$ cat src/rtl/fir_share_ctrl.sv
// fir_share_ctrl: frame-granular round-robin scheduler sharing one FIR datapath between two requesters
// Ports:
//   clk, rst_n                  clock, asynchronous active-low reset
//   reqN_valid/data/last/ready  requester N sample stream (N = 0, 1)
//   fir_x, fir_en, fir_y        FIR sample input, delay-line update enable, FIR output
//   out_valid/data/id/last      filtered sample tagged with owner and frame end
//   busy                        scheduler is not idle
module fir_share_ctrl #(
    parameter int DATA_W    = 32,
    parameter int FLUSH_LEN = 9,
    parameter int CNT_W     = 4
) (
    input  logic              clk,
    input  logic              rst_n,
    input  logic              req0_valid,
    input  logic [DATA_W-1:0] req0_data,
    input  logic              req0_last,
    output logic              req0_ready,
    input  logic              req1_valid,
    input  logic [DATA_W-1:0] req1_data,
    input  logic              req1_last,
    output logic              req1_ready,
    output logic [DATA_W-1:0] fir_x,
    output logic              fir_en,
    input  logic [DATA_W-1:0] fir_y,
    output logic              out_valid,
    output logic [DATA_W-1:0] out_data,
    output logic              out_id,
    output logic              out_last,
    output logic              busy
);
    typedef enum logic [1:0] {INIT, IDLE, STREAM, FLUSH} state_t;
    state_t             state_q, state_d;
    logic [CNT_W-1:0]   cnt_q, cnt_d;
    logic               grant_q, grant_d, rr_q, rr_d;
    logic               out_valid_q, out_id_q, out_last_q;
    logic               g_valid, g_last;
    logic [DATA_W-1:0]  g_data;
    assign g_valid = grant_q ? req1_valid : req0_valid;
    assign g_last  = grant_q ? req1_last  : req0_last;
    assign g_data  = grant_q ? req1_data  : req0_data;
    always_comb begin
        state_d    = state_q;
        cnt_d      = cnt_q;
        grant_d    = grant_q;
        rr_d       = rr_q;
        fir_x      = '0;
        fir_en     = 1'b0;
        req0_ready = 1'b0;
        req1_ready = 1'b0;
        case (state_q)
            INIT: begin
                // zero-fill the unreset FIR delay line once after reset
                fir_en = 1'b1;
                cnt_d  = cnt_q + CNT_W'(1);
                if (cnt_q == CNT_W'(FLUSH_LEN - 1)) begin
                    state_d = IDLE;
                    cnt_d   = '0;
                end
            end
            IDLE: begin
                if (req0_valid | req1_valid) begin
                    grant_d = (req0_valid & req1_valid) ? rr_q : req1_valid;
                    state_d = STREAM;
                end
            end
            STREAM: begin
                // ready depends on state only, so a transfer is simply the granted valid
                req0_ready = ~grant_q;
                req1_ready = grant_q;
                fir_en     = g_valid;
                fir_x      = g_valid ? g_data : '0;
                if (g_valid & g_last) begin
                    state_d = FLUSH;
                    cnt_d   = CNT_W'(FLUSH_LEN);
                end
            end
            FLUSH: begin
                fir_en = 1'b1;
                cnt_d  = cnt_q - CNT_W'(1);
                if (cnt_q == CNT_W'(1)) begin
                    state_d = IDLE;
                    rr_d    = ~grant_q;
                end
            end
        endcase
    end
    always_ff @(posedge clk or negedge rst_n) begin
        if (!rst_n) begin
            state_q     <= INIT;
            cnt_q       <= '0;
            grant_q     <= 1'b0;
            rr_q        <= 1'b0;
            out_valid_q <= 1'b0;
            out_id_q    <= 1'b0;
            out_last_q  <= 1'b0;
        end else begin
            state_q     <= state_d;
            cnt_q       <= cnt_d;
            grant_q     <= grant_d;
            rr_q        <= rr_d;
            // init flushing clocks the FIR but produces no outputs
            out_valid_q <= fir_en & (state_q != INIT);
            out_id_q    <= grant_q;
            out_last_q  <= (state_q == FLUSH) && (cnt_q == CNT_W'(1));
        end
    end
    assign out_valid = out_valid_q;
    assign out_id    = out_id_q;
    assign out_last  = out_last_q;
    assign out_data  = fir_y;
    assign busy      = state_q != IDLE;
endmodule

$ cat config.mk
export PLATFORM = sky130hd
export DESIGN_NAME = fir_share_ctrl
export DESIGN_NICKNAME = d
export VERILOG_FILES = /design/src/rtl/fir_share_ctrl.sv
export SDC_FILE = /design/constraint.sdc
export NUM_CORES = 1
export LEC_CHECK = 0
export ABC_CLOCK_PERIOD_IN_PS = 2700
export CORE_UTILIZATION = 27
export DETAILED_ROUTE_END_ITERATION = 10
export PLACE_DENSITY = 0.86
export SLEW_MARGIN = 20
export SYNTH_ARGS = -nofsm -noshare
export SYNTH_HDL_FRONTEND = slang
export SYNTH_SLANG_ARGS = --single-unit
$ cat constraint.sdc
create_clock -name clk -period 2.7 [get_ports clk]
set_input_delay 0.54 -clock clk [delete_from_list [all_inputs] [get_ports clk]]
set_output_delay 0.54 -clock clk [all_outputs]
set_load 0.1 [all_outputs]
==> impl_metrics.env <==
export IMPL_dpl_cell_area_mm2=0.00273
export IMPL_dr_pass1_iters=4
export IMPL_clock_sinks=11
export IMPL_core_area_mm2=0.00511
export IMPL_path_class="input port to output pin"
export IMPL_cp_required_ns=2.16
export IMPL_cp_end_kind="output pin"
export IMPL_hold_class="flip-flop to flip-flop"
export IMPL_cts_buffer_depth=2
export IMPL_numPortBuffers=108
export IMPL_synth_edf_count=0
export IMPL_hold_viol=0
export IMPL_cts_tree="built"
export IMPL_drc=0
export IMPL_die_y_um=74.9
export IMPL_cap_violations=0
export IMPL_ys_async_sr_fraction_pct=100
export IMPL_area_growth_syn_to_layout_pct=93.7
export IMPL_worstRegToRegCells=6
export IMPL_post_cts_resized=0
export IMPL_drv_slew=0
export IMPL_root_buffer="clkbuf_8"
export IMPL_synthCells=175
export IMPL_io_pins=173
export IMPL_post_route_min_period_ns=2.61
export IMPL_worstReg2RegStart="cnt_q[1]"
export IMPL_routed_via_density=4.61
export IMPL_synth_avg_cell_area_um2=8.19
export IMPL_synth_fp_nets=286
export IMPL_relSlewSlack_pct=66.8
export IMPL_whs_path_depth=2
export IMPL_gp_congestion=0.801
export IMPL_clock_latency_ns=0.24
export IMPL_htreeDepth=1
export IMPL_power_density_mw_per_mm2=1080
export IMPL_wl_per_cell_um=15.8
export IMPL_multi_input_area_um2=886
export IMPL_cellLeakagePower_nw=1.19
export IMPL_die_w_um=74.9
export IMPL_initial_core_util_pct=28.1
export IMPL_vias=1476
export IMPL_hold_slack_ns=0.524
export IMPL_synth_distinct_cells=32
export IMPL_grt_pass1_vias=1441
export IMPL_totalWireLength_mm=5.06
export IMPL_antenna_found_initial=0
export IMPL_layout_drive_gt1_share_pct=24.0
export IMPL_clk_pin_slew_worst_paths_ns=0.05
export IMPL_rsz0062_at_grt="false"
export IMPL_diodes=0
export IMPL_r2r_slack_ns=0.65
export IMPL_period_share_pct=96.5
export IMPL_outcome="complete, no violations"
export IMPL_critPathLaunch="req1_valid"
export IMPL_cp_data_arrival_time_ns=2.07
export IMPL_grt_usage_pct=17.2
export IMPL_ys_top_cells_by_area="mux2i_1, dfrtp_1, buf_4, nor2_1, ha_1"
export IMPL_grt_overflow=0
export IMPL_first_iter_violations=78
export IMPL_cts_buffers=3
export IMPL_skew_ns=0.00216
export IMPL_finalInstanceArea_mm2=0.00278
export IMPL_cts_hold_buf=0
export IMPL_worstSetupStartpointType="input port"
export IMPL_fin_nets=362
export IMPL_setup_viol=0
export IMPL_max_freq_mhz=384
export IMPL_seqCellArea_um2=277
export IMPL_rows=26
export IMPL_synth_top_cell_area_share_pct=24.4
export IMPL_grt_max_degree=27
export IMPL_dp_hpwl_mm=4.21
export IMPL_post_cts_buffers=0
export IMPL_grt_pass1_wl_mm=7.20
export IMPL_yosys_warnings=0
export IMPL_worst_slew_pin_slew_ns=0.497
export IMPL_synth_area_mm2=0.00143
export IMPL_peakVddDrop_mv=0.527
export IMPL_dominantRegCellSynth="dfrtp_1"
export IMPL_fillerInstances=444
export IMPL_hp_start="rr_q"
export IMPL_synth_seq_cells=11
export IMPL_yosys_area_top_type="mux2i_1"
export IMPL_die_area_mm2=0.00561
export IMPL_path_max_fanout=17
export IMPL_yosysSeqAreaShare_pct=19.2
export IMPL_drtAntennaViolNets=0
==> stage by stage <==
step	setup WS, ns	TNS [ns]	utilization, %	total power [W]	std cells
after floorplan	-0.244	-5.26	-	0.00226	175
after global routing	0.0142	0	54.4	0.00315	320
after detailed placement	0.106	0	53.5	0.00283	316
final	0.0938	0	54.4	0.00300	320
after CTS	0.0851	0	54.4	0.00301	320
after global placement	0.143	0	53.5	0.00280	316
==> synthesized netlist by cell type, drive strengths merged, types with 2 or more instances <==
cell type,number
nor2,38
mux2i,35
dfrtp,11
a31oi,2
nor2b,2
nand3,2
mux2,2
buf,35
inv,7
o21ai,2
o211ai,2
clkbuf,5
a21oi,3
nand2,6
ha,9
a22o,2
==> final timing paths <==
check,endpoint
worst max-delay path,fir_x[27]
worst min-delay path,rr_q
worst max register to register,state_q[1]
worst min register to register,rr_q
max in group asynchronous,grant_q
min in group asynchronous,cnt_q[2]
==> report_power, final <==
part	total (W)	internal (W)	switching, W	leakage, nW
clock	0.000169	0.000104	0.0000651	0.0228
sequential	0.000383	0.000248	0.000134	0.131
combinational	0.00244	0.000939	0.00150	1.04
total	0.00300	0.00129	0.00170	1.19
==> cell type report <==
class / instances / area share, %
clock buffer: 4 / 1.62
inverter: 7 / 0.946
multi-input combinational: 117 / 31.9
sequential: 11 / 9.95
tap: 70 / 3.15
timing repair buffer: 111 / 52.4
==> cell families after synthesis <==
group,after synthesis,share of synthesized area (%)
AND/OR/NAND/NOR,54,16.1
adder cells (fa/ha/maj),9,7.85
buffers and inverters,47,20.8
AO/OA/AOI/OAI,17,9.77
multiplexers,37,26.3
flip-flops,11,19.2
==> layer usage <==
metal / wire (um) / track usage [%] / share of wire, %
met3: 270 / 2.54 / 5.3
met2: 2790 / 31.3 / 55
met5: 0 / 0 / 0
met4: 171 / 9.01 / 3.4
met1: 1830 / 19.3 / 36
==> cells in the final DEF, fill, tap and decap left out, types with 3 or more instances in the layout <==
master,synthesis,final
a21oi_1,3,3
buf_12,0,36
buf_4,32,6
clkbuf_8,0,3
clkdlybuf4s50_1,0,69
dfrtp_1,11,10
ha_1,9,9
inv_1,7,7
mux2i_1,35,35
nand2_1,6,6
nor2_1,38,29
nor2_2,0,9
==> critical path, stage by stage <==
cell and delay [ns]:
clkdlybuf4s50_1 0.55, mux2_2 0.18, nand2_1 0.10, buf_4 0.24
nor2_1 0.24, buf_12 0.21
==> flip-flops by register name (all words and copies together) (netlist names) <==
register   count
state_q        2
out_last       1
out_id         1
cnt_q          4
rr_q           1
grant_q        1
out_valid      1
(Power assumes the default switching activity.)
